<file path="config.mk">
export PLATFORM = sky130hd
export DESIGN_NAME = unidad_control_multiciclo_flat
export DESIGN_NICKNAME = d
export VERILOG_FILES = /design/src/rtl/ctrl_pkg.sv /design/src/rtl/unidad_control_multiciclo_if.sv /design/src/rtl/control_espera.sv /design/src/rtl/unidad_control_multiciclo.sv /design/src/flat_wrapper.sv
export SDC_FILE = /design/constraint.sdc
export NUM_CORES = 1
export LEC_CHECK = 0
export ABC_AREA = 1
export CAP_MARGIN = 20
export CORE_UTILIZATION = 43
export DETAILED_ROUTE_END_ITERATION = 12
export GPL_TIMING_DRIVEN = 0
export PLACE_DENSITY = 0.78
export SLEW_MARGIN = 20
export SYNTH_ARGS = -nofsm -noshare
export SYNTH_HDL_FRONTEND = slang
export SYNTH_SLANG_ARGS = --single-unit
</file>
<file path="constraint.sdc">
create_clock -name clk -period 1.5 [get_ports clk]
set_input_delay 0.3 -clock clk [delete_from_list [all_inputs] [get_ports clk]]
set_output_delay 0.3 -clock clk [all_outputs]
set_load 0.01 [all_outputs]
</file>
<file path="src/rtl/ctrl_pkg.sv">
// Shared encodings for the multicycle MIPS main control unit: state codes,
// opcodes, ALU class codes, datapath mux selects and trap causes.
package ctrl_pkg;

  typedef enum logic [3:0] {
    FETCH     = 4'd0,
    DECODE    = 4'd1,
    MEM_ADDR  = 4'd2,
    MEM_READ  = 4'd3,
    WB_MEM    = 4'd4,
    MEM_WRITE = 4'd5,
    EXEC_R    = 4'd6,
    WB_R      = 4'd7,
    BRANCH    = 4'd8,
    JUMP      = 4'd9,
    EXEC_ADDI = 4'd10,
    WB_I      = 4'd11,
    TRAP      = 4'd12
  } estado_t;

  // Opcodes understood by the control unit (instr[31:26])
  localparam logic [5:0] OP_TIPO_R = 6'b000000;
  localparam logic [5:0] OP_LW     = 6'b100011;
  localparam logic [5:0] OP_SW     = 6'b101011;
  localparam logic [5:0] OP_BEQ    = 6'b000100;
  localparam logic [5:0] OP_J      = 6'b000010;
  localparam logic [5:0] OP_ADDI   = 6'b001000;

  // ALU class codes, decoded further by the ALU controller
  localparam logic [2:0] UC_TIPO_R = 3'b000;
  localparam logic [2:0] UC_SUMA   = 3'b001;
  localparam logic [2:0] UC_NOP    = 3'b111;

  // ALU operand A select
  localparam logic       FUENTE_A_PC  = 1'b0;
  localparam logic       FUENTE_A_REG = 1'b1;

  // ALU operand B select
  localparam logic [1:0] FUENTE_B_REG    = 2'b00;
  localparam logic [1:0] FUENTE_B_CUATRO = 2'b01;
  localparam logic [1:0] FUENTE_B_INMED  = 2'b10;
  localparam logic [1:0] FUENTE_B_DESPL  = 2'b11;

  // Next-PC source select
  localparam logic [1:0] PC_ALU    = 2'b00;
  localparam logic [1:0] PC_ALUOUT = 2'b01;
  localparam logic [1:0] PC_SALTO  = 2'b10;

  typedef enum logic [1:0] {
    ERR_NINGUNO = 2'b00,
    ERR_OPCODE  = 2'b01,
    ERR_TIMEOUT = 2'b10
  } error_t;

  // States that wait on the memory handshake and are covered by the timeout
  function automatic logic es_espera(input estado_t e);
    return (e == FETCH) || (e == MEM_READ) || (e == MEM_WRITE);
  endfunction

  // True on the last cycle of an instruction
  function automatic logic instr_retira(input estado_t e, input logic listo);
    return (e == WB_MEM) || (e == WB_R) || (e == WB_I) ||
           (e == BRANCH) || (e == JUMP) || ((e == MEM_WRITE) && listo);
  endfunction

endpackage

</file>
<file path="src/rtl/unidad_control_multiciclo_if.sv">
// Control/status bundle between the main control FSM (master) and the
// multicycle datapath plus memory (slave).
interface unidad_control_multiciclo_if #(
  parameter int ANCHO_CONT = 16
);
  logic [5:0]            opcode;
  logic                  mem_listo;
  logic                  iguales;
  logic [2:0]            codigo_UC;
  logic                  alu_fuente_a;
  logic [1:0]            alu_fuente_b;
  logic [1:0]            pc_fuente;
  logic                  pc_escribe;
  logic                  ir_escribe;
  logic                  mem_lee;
  logic                  mem_escribe;
  logic                  i_o_d;
  logic                  reg_escribe;
  logic                  reg_destino;
  logic                  mem_a_reg;
  logic [ANCHO_CONT-1:0] instr_retiradas;
  logic                  error;
  logic [1:0]            codigo_error;
  logic [3:0]            estado;

  modport master (
    input  opcode, mem_listo, iguales,
    output codigo_UC, alu_fuente_a, alu_fuente_b, pc_fuente, pc_escribe,
           ir_escribe, mem_lee, mem_escribe, i_o_d, reg_escribe, reg_destino,
           mem_a_reg, instr_retiradas, error, codigo_error, estado
  );

  modport slave (
    output opcode, mem_listo, iguales,
    input  codigo_UC, alu_fuente_a, alu_fuente_b, pc_fuente, pc_escribe,
           ir_escribe, mem_lee, mem_escribe, i_o_d, reg_escribe, reg_destino,
           mem_a_reg, instr_retiradas, error, codigo_error, estado
  );
endinterface

</file>
<file path="src/rtl/control_espera.sv">
// Memory wait counter: counts cycles spent waiting for mem_listo and flags
// expiry once ESPERA_MAX idle cycles have elapsed in the current wait.
module control_espera #(
  parameter int ESPERA_MAX = 15
) (
  input  logic clk,
  input  logic rst_n,
  input  logic limpiar,
  input  logic incrementar,
  output logic expirado
);
  localparam int ANCHO = $clog2(ESPERA_MAX + 1);

  logic [ANCHO-1:0] cuenta;

  assign expirado = (cuenta == ANCHO'(ESPERA_MAX));

  // Wait counter: clear has priority, saturates at ESPERA_MAX
  always_ff @(posedge clk or negedge rst_n) begin
    // NOTE: non-blocking assignments here so every flop samples pre-edge values.
    if (!rst_n) begin
      cuenta <= '0;
    end else if (limpiar) begin
      cuenta <= '0;
    end else if (incrementar && !expirado) begin
      cuenta <= cuenta + 1'b1;
    end
  end
endmodule

</file>
<file path="src/rtl/unidad_control_multiciclo.sv">
// Main control FSM of the multicycle MIPS datapath: sequences each
// instruction, drives datapath selects/strobes, counts retired instructions
// and traps on illegal opcodes or memory timeouts.
module unidad_control_multiciclo
  import ctrl_pkg::*;
#(
  parameter int ANCHO_CONT = 16,
  parameter int ESPERA_MAX = 15
) (
  input logic                           clk,
  input logic                           rst_n,
  unidad_control_multiciclo_if.master   bus
);

  estado_t               estado_act, estado_sig;
  error_t                causa_trap;
  logic                  espera_limpiar, espera_inc, espera_expirado;
  logic [ANCHO_CONT-1:0] retiradas_q;
  logic                  error_q;
  error_t                codigo_error_q;

  // Any state change starts a fresh wait, so entry to a waiting state sees zero
  assign espera_limpiar = (estado_sig != estado_act);
  assign espera_inc     = es_espera(estado_act) && !bus.mem_listo;

  control_espera #(.ESPERA_MAX(ESPERA_MAX)) u_espera (
    .clk         (clk),
    .rst_n       (rst_n),
    .limpiar     (espera_limpiar),
    .incrementar (espera_inc),
    .expirado    (espera_expirado)
  );

  // State register
  always_ff @(posedge clk or negedge rst_n) begin
    if (!rst_n) estado_act <= FETCH;
    else        estado_act <= estado_sig;
  end

  // Next-state logic; a completed handshake always wins over a timeout
  always_comb begin
    // NOTE: defaults first so every path assigns every output and no latch appears.
    estado_sig = estado_act;
    causa_trap = ERR_NINGUNO;
    case (estado_act)
      FETCH: begin
        if (bus.mem_listo) begin
          estado_sig = DECODE;
        end else if (espera_expirado) begin
          estado_sig = TRAP;
          causa_trap = ERR_TIMEOUT;
        end
      end
      DECODE: begin
        case (bus.opcode)
          OP_TIPO_R:     estado_sig = EXEC_R;
          OP_LW, OP_SW:  estado_sig = MEM_ADDR;
          OP_BEQ:        estado_sig = BRANCH;
          OP_J:          estado_sig = JUMP;
          OP_ADDI:       estado_sig = EXEC_ADDI;
          default: begin
            estado_sig = TRAP;
            causa_trap = ERR_OPCODE;
          end
        endcase
      end
      MEM_ADDR:  estado_sig = (bus.opcode == OP_LW) ? MEM_READ : MEM_WRITE;
      MEM_READ: begin
        if (bus.mem_listo) begin
          estado_sig = WB_MEM;
        end else if (espera_expirado) begin
          estado_sig = TRAP;
          causa_trap = ERR_TIMEOUT;
        end
      end
      MEM_WRITE: begin
        if (bus.mem_listo) begin
          estado_sig = FETCH;
        end else if (espera_expirado) begin
          estado_sig = TRAP;
          causa_trap = ERR_TIMEOUT;
        end
      end
      EXEC_R:    estado_sig = WB_R;
      EXEC_ADDI: estado_sig = WB_I;
      WB_MEM, WB_R, WB_I, BRANCH, JUMP: estado_sig = FETCH;
      TRAP:      estado_sig = TRAP;
      default:   estado_sig = FETCH;
    endcase
  end

  // Sticky trap flag and cause, latched on the transition into TRAP
  always_ff @(posedge clk or negedge rst_n) begin
    if (!rst_n) begin
      error_q        <= 1'b0;
      codigo_error_q <= ERR_NINGUNO;
    end else if (causa_trap != ERR_NINGUNO) begin
      error_q        <= 1'b1;
      codigo_error_q <= causa_trap;
    end
  end

  // Retired-instruction counter, wraps naturally at 2^ANCHO_CONT
  always_ff @(posedge clk or negedge rst_n) begin
    if (!rst_n)                                    retiradas_q <= '0;
    else if (instr_retira(estado_act, bus.mem_listo)) retiradas_q <= retiradas_q + 1'b1;
  end

  assign bus.instr_retiradas = retiradas_q;
  assign bus.error           = error_q;
  assign bus.codigo_error    = codigo_error_q;
  assign bus.estado          = estado_act;

  // Datapath controls: Moore per state, gated quiet while reset is held
  always_comb begin
    bus.codigo_UC    = UC_NOP;
    bus.alu_fuente_a = FUENTE_A_PC;
    bus.alu_fuente_b = FUENTE_B_REG;
    bus.pc_fuente    = PC_ALU;
    bus.pc_escribe   = 1'b0;
    bus.ir_escribe   = 1'b0;
    bus.mem_lee      = 1'b0;
    bus.mem_escribe  = 1'b0;
    bus.i_o_d        = 1'b0;
    bus.reg_escribe  = 1'b0;
    bus.reg_destino  = 1'b0;
    bus.mem_a_reg    = 1'b0;
    if (rst_n) begin
      case (estado_act)
        FETCH: begin
          bus.mem_lee      = 1'b1;
          bus.alu_fuente_b = FUENTE_B_CUATRO;
          bus.codigo_UC    = UC_SUMA;
          bus.ir_escribe   = bus.mem_listo;
          bus.pc_escribe   = bus.mem_listo;
        end
        DECODE: begin
          bus.alu_fuente_b = FUENTE_B_DESPL;
          bus.codigo_UC    = UC_SUMA;
        end
        MEM_ADDR, EXEC_ADDI: begin
          bus.alu_fuente_a = FUENTE_A_REG;
          bus.alu_fuente_b = FUENTE_B_INMED;
          bus.codigo_UC    = UC_SUMA;
        end
        MEM_READ: begin
          bus.mem_lee = 1'b1;
          bus.i_o_d   = 1'b1;
        end
        WB_MEM: begin
          bus.reg_escribe = 1'b1;
          bus.mem_a_reg   = 1'b1;
        end
        MEM_WRITE: begin
          bus.mem_escribe = 1'b1;
          bus.i_o_d       = 1'b1;
        end
        EXEC_R: begin
          bus.alu_fuente_a = FUENTE_A_REG;
          bus.codigo_UC    = UC_TIPO_R;
        end
        WB_R: begin
          bus.reg_escribe = 1'b1;
          bus.reg_destino = 1'b1;
        end
        BRANCH: begin
          bus.alu_fuente_a = FUENTE_A_REG;
          bus.pc_fuente    = PC_ALUOUT;
          bus.pc_escribe   = bus.iguales;
        end
        JUMP: begin
          bus.pc_fuente  = PC_SALTO;
          bus.pc_escribe = 1'b1;
        end
        WB_I:    bus.reg_escribe = 1'b1;
        default: ;
      endcase
    end
  end

endmodule

</file>
<file path="src/flat_wrapper.sv">
// flat-port wrapper written by rule: the top's interface ports become plain ports
module unidad_control_multiciclo_flat import ctrl_pkg::*;
#(
  parameter int ANCHO_CONT = 16,
  parameter int ESPERA_MAX = 15
)
  (clk, rst_n, bus_opcode, bus_mem_listo, bus_iguales, bus_codigo_UC, bus_alu_fuente_a, bus_alu_fuente_b, bus_pc_fuente, bus_pc_escribe, bus_ir_escribe, bus_mem_lee, bus_mem_escribe, bus_i_o_d, bus_reg_escribe, bus_reg_destino, bus_mem_a_reg, bus_instr_retiradas, bus_error, bus_codigo_error, bus_estado);
  unidad_control_multiciclo_if #(.ANCHO_CONT(ANCHO_CONT)) bus_i ();
  input logic clk;
  input logic rst_n;
  input wire logic [$bits(bus_i.opcode)-1:0] bus_opcode;
  input wire logic [$bits(bus_i.mem_listo)-1:0] bus_mem_listo;
  input wire logic [$bits(bus_i.iguales)-1:0] bus_iguales;
  output wire logic [$bits(bus_i.codigo_UC)-1:0] bus_codigo_UC;
  output wire logic [$bits(bus_i.alu_fuente_a)-1:0] bus_alu_fuente_a;
  output wire logic [$bits(bus_i.alu_fuente_b)-1:0] bus_alu_fuente_b;
  output wire logic [$bits(bus_i.pc_fuente)-1:0] bus_pc_fuente;
  output wire logic [$bits(bus_i.pc_escribe)-1:0] bus_pc_escribe;
  output wire logic [$bits(bus_i.ir_escribe)-1:0] bus_ir_escribe;
  output wire logic [$bits(bus_i.mem_lee)-1:0] bus_mem_lee;
  output wire logic [$bits(bus_i.mem_escribe)-1:0] bus_mem_escribe;
  output wire logic [$bits(bus_i.i_o_d)-1:0] bus_i_o_d;
  output wire logic [$bits(bus_i.reg_escribe)-1:0] bus_reg_escribe;
  output wire logic [$bits(bus_i.reg_destino)-1:0] bus_reg_destino;
  output wire logic [$bits(bus_i.mem_a_reg)-1:0] bus_mem_a_reg;
  output wire logic [$bits(bus_i.instr_retiradas)-1:0] bus_instr_retiradas;
  output wire logic [$bits(bus_i.error)-1:0] bus_error;
  output wire logic [$bits(bus_i.codigo_error)-1:0] bus_codigo_error;
  output wire logic [$bits(bus_i.estado)-1:0] bus_estado;
  assign bus_i.opcode = bus_opcode;
  assign bus_i.mem_listo = bus_mem_listo;
  assign bus_i.iguales = bus_iguales;
  assign bus_codigo_UC = bus_i.codigo_UC;
  assign bus_alu_fuente_a = bus_i.alu_fuente_a;
  assign bus_alu_fuente_b = bus_i.alu_fuente_b;
  assign bus_pc_fuente = bus_i.pc_fuente;
  assign bus_pc_escribe = bus_i.pc_escribe;
  assign bus_ir_escribe = bus_i.ir_escribe;
  assign bus_mem_lee = bus_i.mem_lee;
  assign bus_mem_escribe = bus_i.mem_escribe;
  assign bus_i_o_d = bus_i.i_o_d;
  assign bus_reg_escribe = bus_i.reg_escribe;
  assign bus_reg_destino = bus_i.reg_destino;
  assign bus_mem_a_reg = bus_i.mem_a_reg;
  assign bus_instr_retiradas = bus_i.instr_retiradas;
  assign bus_error = bus_i.error;
  assign bus_codigo_error = bus_i.codigo_error;
  assign bus_estado = bus_i.estado;
  unidad_control_multiciclo #(.ANCHO_CONT(ANCHO_CONT), .ESPERA_MAX(ESPERA_MAX)) u_core (.clk(clk), .rst_n(rst_n), .bus(bus_i));
endmodule
</file>
==> flow_metrics.tcl, run 1 <==
set metrics [dict create \
    status "complete, but fails checks" \
    violations "setup timing" \
    power_density_nw_per_um2 1570 \
    syn2layout_area_growth_pct 77.6 \
    hp-class "reg -> reg" \
    grt_start_max_net_pins 31 \
    seq_area_frac_synth_pct 38.0 \
    post-route-period-util_pct 130 \
    layout-drive-gt1-share_pct 42.5 \
    ant_nets 0 \
    hold_ws_ns 0.477 \
    hold_violations 0 \
    vias_per_cell 5.54 \
    cts_buffer_depth 2 \
    portBuffers 48 \
    leakagePower_nw 1.64 \
    cts.sinks 27 \
    tritoncts "built" \
    grt_antenna_before_repair 0 \
    place_inst 346 \
    dr_total_vias 2262 \
    worst_ep_required_time_ns 1.20 \
    synth.avg_cell_area_um2 7.17 \
    n_antenna_cell 0 \
    fin_util_pct 79.5 \
    synthDistinctLibCells 26 \
    maxCapViolations 0 \
    fin_ws_ns -0.448 \
    path_class "reg -> out" \
    final_cells 408 \
    die_area_um2 4400 \
    firstDrtPassIters 5 \
    post-place-ws_ns -0.857 \
    die_h_um 66.3 \
    place.gp.congestion 0.866 \
    tns_ns -10.63 \
    synth_area_um2 1780 \
    routedWlPerCell_um 17.5 \
    nets 371 \
    start_util_pct 44.8 \
    setup_viol 38 \
    post-route-min-period_ns 1.95 \
    clkSlewWorstSetupHoldPaths_ns 0.09 \
    num_io_pins 49 \
    worst_pin_slew_ns 0.638 \
    p_total_mw 4.94 \
    synth-seq-cells 27 \
    drcViolationCount 0 \
    final_cell_mix "46 x nand2_1, 40 x buf_4, 31 x inv_1" \
    drt_first_iter_violations 199 \
    die_w_um 66.3 \
    grt_usage_pct 27.7 \
    place_area_um2 2330 \
    ctsRootBufferMaster "clkbuf_8" \
    fin_skew_ns 0.00659 \
    fillerInstances 225 \
    numCtsBuffers 3 \
    wirelength_um 7130 \
    grt_pass1_vias 2072 \
    layout_commonest_cell "nand2_1" \
    syn_nets 260 \
    rsz0062_at_grt "true" \
    clk_latency_ns 0.28 \
    htreeDepth 1 \
    yosys_warnings 0 \
    timing.final.max_slew_violations 0 \
    syn_inst 248 \
    relSlewSlack_pct 57.5 \
    max_freq_ghz 0.513 \
    ir_drop_mv 1.18 \
    crit_arrival_ns 1.65 \
    dp_hpwl_um 3200 \
    cp_max_fo 4 \
    core-area_um2 3970 \
    final_area_um2 3160 \
    cp-end-kind "primary output" \
    startpoint_type "register" \
    grt_overflow_total 0 \
    rows 23 \
    grt_pass1_wl_um 9210 \
]
report_power, final:
part	switching, mW	total (mW)	leakage [nW]	internal [mW]
combinational	1.84	3.44	1.27	1.61
clock	0.234	0.420	0.0255	0.187
sequential	0.182	1.08	0.336	0.898
total	2.25	4.94	1.64	2.69
repair_timing:
action                                 CTS  global route
endpoints found under the hold margin   27            27
gates resized for setup                140            61
pin swaps                               23            19
setup endpoints to repair               49            48
buffers inserted                        48             9
worst paths after layout:
check	start	endpoint	slack (ns)	cells after the start
worst min-delay path	u_core.bus.codigo_error[1]	u_core.bus.codigo_error[1]	0.48	2
max in group asynchronous	rst_n	u_core.bus.estado[0]	0.78	3
worst max register to register	u_core.bus.estado[3]	u_core.u_espera.cuenta[0]	-0.44	12
worst max-delay path	u_core.bus.estado[0]	bus_codigo_UC[2]	-0.45	7
worst min register to register	u_core.bus.codigo_error[1]	u_core.bus.codigo_error[1]	0.48	2
min in group asynchronous	rst_n	u_core.bus.instr_retiradas[6]	0.54	3
layer usage:
metal  track usage [%]  share of wire (%)
met3              5.34                5.5
met5                 0                  0
met2              47.7                 50
met4              17.3                4.6
met1              31.0                 40
sequential cells by signal (all words and copies together) (netlist names):
name and flops:
u_core.bus.instr_retiradas 16, u_core.bus.estado 4, u_core.u_espera.cuenta 4, u_core.bus.codigo_error 2, u_core.bus.error 1
final cells by class:
cell class	count	area, um2	area share, %
inverter	40	158	4.99
clock buffer	3	41.3	1.31
multi-input combinational	178	1240	39.4
buffer	3	26.3	0.832
sequential	27	681	21.6
timing repair buffer	106	941	29.8
tap	50	62.6	1.98
clock inverter	1	5.00	0.159
critical path: stages, from the launching register on:
cell and delay [ns]:
dfrtp_2 0.48, buf_6 0.14, nor2_4 0.17, o21ai_4 0.09, a31oi_1 0.17, inv_1 0.08, buf_4 0.13, buf_6 0.11
kinds of logic after synthesis:
| kind of cell | Yosys count | synth area share, % |
|---|---|---|
| AO/OA/AOI/OAI | 17 | 5.35 |
| XOR/XNOR | 17 | 8.37 |
| adder cells (fa/ha/maj) | 2 | 1.41 |
| buffers and inverters | 43 | 9.71 |
| flip-flops | 27 | 38.0 |
| AND/OR/NAND/NOR | 142 | 37.2 |
cell usage after synthesis:
cell      instances  area share [%]
a21oi_1           6             1.7
a31oi_1           2            0.70
nand3_1          24             6.8
buf_6             1            0.63
clkinv_1          1            0.21
nand2_2           5             1.8
nor3_2            2             1.1
clkbuf_1          1            0.21
xnor2_1           6             3.0
xor2_1           11             5.4
nor2_2            1            0.35
nand2_1          55              12
inv_2             2            0.42
nor4_1            4             1.4
ha_1              2             1.4
nand3_2           2             1.1
nor2_1           34             7.2
o21ai_2           2            0.99
nor2_4            3             1.9
buf_4             1            0.42
nand3b_1          1            0.42
nor3_1            5             1.4
nand4_1           6             2.1
dfrtp_1          27              38
inv_1            37             7.8
o21ai_0           7             2.0
(Power assumes the default switching activity.)
==> run 2, diff against run 1 <==
--- a/config.mk
+++ b/config.mk
@@ -11,7 +11,7 @@
 export DETAILED_ROUTE_END_ITERATION = 12
 export GPL_TIMING_DRIVEN = 0
 export PLACE_DENSITY = 0.78
-export SLEW_MARGIN = 20
+export SLEW_MARGIN = 0
 export SYNTH_ARGS = -nofsm -noshare
 export SYNTH_HDL_FRONTEND = slang
 export SYNTH_SLANG_ARGS = --single-unit
==> flow_metrics.tcl, run 2 (same netlist as run 1, synthesis figures left out) <==
set metrics [dict create \
    status "complete, but fails checks" \
    violations "setup timing" \
    core-area_um2 3970 \
    drcViolationCount 0 \
    routed.top_layer "met4" \
    cts.sinks 27 \
    timing.final.max_slew_violations 0 \
    max_stage_delay_ns 0.49 \
    ant_nets 0 \
    dp_hpwl_um 3260 \
    routedWlPerCell_um 16.1 \
    wirelength_um 6440 \
    syn2layout_area_growth_pct 71.1 \
    num_io_pins 49 \
    hp-class "reg -> reg" \
    setup_viol 36 \
    wl_met3_um 510 \
    final_area_um2 3040 \
    n_antenna_cell 0 \
    final_cells 401 \
    largest_reg_flops 16 \
    worst_pin_slew_ns 0.825 \
    fin_ws_ns -0.436 \
    crit_arrival_ns 1.64 \
    place_area_um2 2360 \
    numCtsBuffers 3 \
    tns_ns -9.82 \
    rows 23 \
    crit_chain "buf_6, nor2_4, o21ai_4, a31oi_1, inv_1, buf_6, buf_6" \
    vias_per_cell 5.36 \
    grt_pass1_vias 2035 \
    path_class "reg -> out" \
    tritoncts "built" \
    routed-wl-met2_um 3050 \
    die_w_um 66.3 \
    final_cell_mix "50 x nand2_1, 37 x buf_4, 30 x inv_1" \
    place_inst 347 \
    cp-end-kind "primary output" \
    grt_usage_pct 28.4 \
    ir_drop_mv 1.21 \
    leakagePower_nw 1.65 \
    grt_start_max_net_pins 18 \
    dr_total_vias 2150 \
    htreeDepth 1 \
    slowest_stage "dfrtp_2" \
    place.gp.congestion 0.866 \
    grt_pass1_wl_um 9480 \
    layout-drive-gt1-share_pct 39.6 \
    clkSlewWorstSetupHoldPaths_ns 0.10 \
    relSlewSlack_pct 44.8 \
    power_density_nw_per_um2 1510 \
    worst_ep_required_time_ns 1.20 \
    hold_violations 0 \
    cp_max_fo 5 \
    startpoint_type "register" \
    grt_antenna_before_repair 0 \
    rsz0062_at_grt "true" \
    fin_skew_ns 0.00654 \
    m1WireLength_um 2650 \
    clk_latency_ns 0.28 \
    cts_buffer_depth 2 \
    start_util_pct 44.8 \
    maxCapViolations 0 \
    critical_path_buf_inv_count 4 \
    layout_commonest_cell "nand2_1" \
    max_freq_ghz 0.516 \
    drt_first_iter_violations 176 \
    nets 364 \
    post-route-min-period_ns 1.94 \
    ctsRootBufferMaster "clkbuf_8" \
    firstDrtPassIters 5 \
    hold_ws_ns 0.480 \
    worst_path_most_repeated_cell "buf_6" \
    die_h_um 66.3 \
    die_area_um2 4400 \
    portBuffers 48 \
    grt_overflow_total 0 \
    post-route-period-util_pct 129 \
    cp_top_family "flip-flops" \
]
==> run 2: changes by cell type in the layout (fill, tap and decap cells not counted), sizes merged <==
cell and delta:
clkdlybuf4s50 -1, dlymetal6s2s +1, clkbuf +1, clkdlybuf4s15 +1, buf -10, dlygate4sd3 +1
==> run 2: final timing paths <==
check,from,to,slack (ns),depth (start not counted)
min in group asynchronous,rst_n,u_core.bus.instr_retiradas[9],0.54,2
worst min-delay path,u_core.bus.codigo_error[1],u_core.bus.codigo_error[1],0.48,2
worst min register to register,u_core.bus.codigo_error[1],u_core.bus.codigo_error[1],0.48,2
worst max-delay path,u_core.bus.estado[0],bus_codigo_UC[2],-0.44,7
max in group asynchronous,rst_n,u_core.bus.estado[2],0.14,3
worst max register to register,u_core.bus.estado[1],u_core.bus.instr_retiradas[12],-0.38,11
==> run 2: per-stage QoR <==
stage | setup slack, ns | utilization [%] | power (mW)
finish | -0.436 | 76.6 | 4.59
global route | -0.451 | 76.6 | 4.85
CTS | -0.366 | 71.3 | 4.08
detailed placement | -1.30 | 59.4 | 2.89
global placement | -1.77 | 58.7 | 2.85
floorplan | 0.00682 | - | 2.15
==> run 2: routing by layer <==
layer / vias up / track usage, %
li1: 998 / -
met1: 1011 / 35.5
met2: 113 / 45.9
met3: 28 / 5.69
met4: 0 / 14.6
met5: - / 0
==> run 2: cell type report <==
class | count | area, um2
buffer | 3 | 31.3
clock buffer | 3 | 41.3
clock inverter | 1 | 5.00
fill | 250 | 930
inverter | 40 | 158
multi-input combinational | 178 | 1180
sequential | 27 | 682
tap | 50 | 62.6
timing repair buffer | 99 | 877
==> run 2: power by group <==
part	internal (mW)	switching, mW	leakage (nW)
registers	0.899	0.200	0.335
logic	1.43	1.64	1.29
clock network	0.187	0.235	0.0255
total	2.52	2.07	1.65
==> run 2: what timing repair did <==
action	4_1_cts	5_1_grt
pin swaps	11	8
gates cloned	1	0
resized for setup	141	51
hold buffers	2	0
setup buffers	40	9
hold endpoints to repair	10	0
setup endpoints to repair	50	52
==> run 2: worst min-delay path, delay by kind of cell (launching register included) <==
| kind | cells | cell delay [ns] |
|---|---|---|
| flip-flops | 1 | 0.36 |
| AND/OR/NAND/NOR | 2 | 0.09 |
==> run 3, diff against run 2 <==
--- a/config.mk
+++ b/config.mk
@@ -11,6 +11,7 @@
 export DETAILED_ROUTE_END_ITERATION = 12
 export GPL_TIMING_DRIVEN = 0
 export PLACE_DENSITY = 0.78
+export RECOVER_POWER = 50
 export SLEW_MARGIN = 0
 export SYNTH_ARGS = -nofsm -noshare
 export SYNTH_HDL_FRONTEND = slang
==> flow_metrics.tcl, run 3 (same netlist as run 1, synthesis figures left out) <==
set metrics [dict create \
    ir_drop_mv 1.21 \
    wirelength_um 6430 \
    drcViolationCount 0 \
    hp-class "reg -> reg" \
    regToRegStartpoint "u_core.bus.estado[1]" \
    clkSlewWorstSetupHoldPaths_ns 0.09 \
    crit_start "u_core.bus.estado[1]" \
    p_total_mw 4.58 \
    place.gp.congestion 0.866 \
    rsz0062_at_grt "true" \
    drt_first_iter_violations 188 \
    grt_antenna_before_repair 0 \
    grt_pass1_wl_um 9480 \
    routedWlPerCell_um 16.0 \
    grt_overflow_total 0 \
    regArea_um2 682 \
    path_class "reg -> out" \
    fin_skew_ns 0.00438 \
    layout-drive-gt1-share_pct 39.3 \
    nets 364 \
    reg2reg_to "u_core.bus.instr_retiradas[12]" \
    clk_latency_ns 0.28 \
    power_density_nw_per_um2 1520 \
    core-area_um2 3970 \
    die_w_um 66.3 \
    fin_util_pct 76.0 \
    grt_pass1_vias 2035 \
    relSlewSlack_pct 45.2 \
    portBuffers 48 \
    hold_violations 0 \
    grt_usage_pct 28.4 \
    largest_reg_flops 16 \
    crit_arrival_ns 1.62 \
    reg2reg_slack_ns -0.37 \
    fin_ws_ns -0.423 \
    layout_commonest_cell "nand2_1" \
    post-place-ws_ns -1.30 \
    firstDrtPassIters 4 \
    setup_viol 36 \
    leakagePower_nw 1.53 \
    post-route-min-period_ns 1.92 \
    worst_pin_slew_ns 0.820 \
    rows 23 \
    syn2layout_area_growth_pct 69.7 \
    max_freq_ghz 0.520 \
    maxCapViolations 0 \
    worst-r2r-cell-count 11 \
    place_inst 347 \
    timing.final.max_slew_violations 0 \
    final_cell_mix "50 x nand2_1, 36 x buf_4, 30 x inv_1" \
    worst_ep_required_time_ns 1.20 \
    endpoint "bus_codigo_UC[2]" \
    status "complete, but fails checks" \
    fillerInstances 255 \
    startpoint_type "register" \
    hold_ws_ns 0.485 \
    n_antenna_cell 0 \
    final_cells 401 \
    num_io_pins 49 \
    vias_per_cell 5.36 \
    cts.sinks 27 \
    cts_buffer_depth 2 \
    cp_max_fo 5 \
    ctsRootBufferMaster "clkbuf_8" \
    htreeDepth 1 \
    tritoncts "built" \
    multi_input_area_um2 1180 \
    cp-end-kind "primary output" \
    hold_depth 2 \
    dr_total_vias 2149 \
    dp_hpwl_um 3260 \
    die_h_um 66.3 \
    violations "setup timing" \
    grt_start_max_net_pins 18 \
    die_area_um2 4400 \
    numCtsBuffers 3 \
    start_util_pct 44.8 \
    ant_nets 0 \
    post-route-period-util_pct 128 \
]
-- run 3: through the flow --
step,setup TNS (ns),instance area [um2]
after global routing,-13.33,3020
after CTS,-6.26,2830
final,-9.52,3020
after detailed placement,-21.41,2360
after global placement,-37.00,2330
after floorplan,0,1790
-- run 3: where the power goes --
part | internal (mW) | leakage, nW | total [mW] | switching, mW
sequential | 0.899 | 0.335 | 1.10 | 0.200
combinational | 1.43 | 1.17 | 3.06 | 1.63
clock | 0.187 | 0.0255 | 0.419 | 0.232
total | 2.51 | 1.53 | 4.58 | 2.07
-- run 3: timing repair --
action                                  CTS  global route
gates cloned                              1             0
hold buffers                              2             0
endpoints found under the setup margin   50            52
resized for setup                       141            51
setup buffers                            40             9
endpoints found under the hold margin    10             0
pin swaps                                11             8
-- run 3: routing by layer --
metal | GRT usage (%) | routed length, um | vias to the layer above
li1 | - | - | 997
met1 | 35.5 | 2630 | 1009
met2 | 45.9 | 3060 | 119
met3 | 5.69 | 524 | 24
met4 | 14.6 | 214 | 0
met5 | 0 | 0 | -
-- run 3: worst max-delay path, stage by stage, from the launching register on --
cell	delay (ns)
dfrtp_2	0.51
inv_4	0.09
nor2_4	0.18
o21ai_4	0.09
a31oi_1	0.17
inv_1	0.09
buf_6	0.12
buf_6	0.11
-- run 3: layout make-up --
cell class / instances / share of cell area (%)
clock buffer: 3 / 1.37
buffer: 3 / 1.04
multi-input combinational: 178 / 39.3
timing repair buffer: 99 / 28.3
clock inverter: 1 / 0.166
inverter: 40 / 5.22
sequential: 27 / 22.6
tap: 50 / 2.07
-- run 3: worst min path at each step --
stage / startpoint / endpoint
after global routing: u_core.bus.error / u_core.bus.error
after floorplan: rst_n / u_core.bus.codigo_error[0]
after global placement: u_core.bus.codigo_error[1] / u_core.bus.codigo_error[1]
after detailed placement: u_core.bus.error / u_core.bus.error
after CTS: u_core.bus.error / u_core.bus.error
final: u_core.bus.codigo_error[1] / u_core.bus.codigo_error[1]
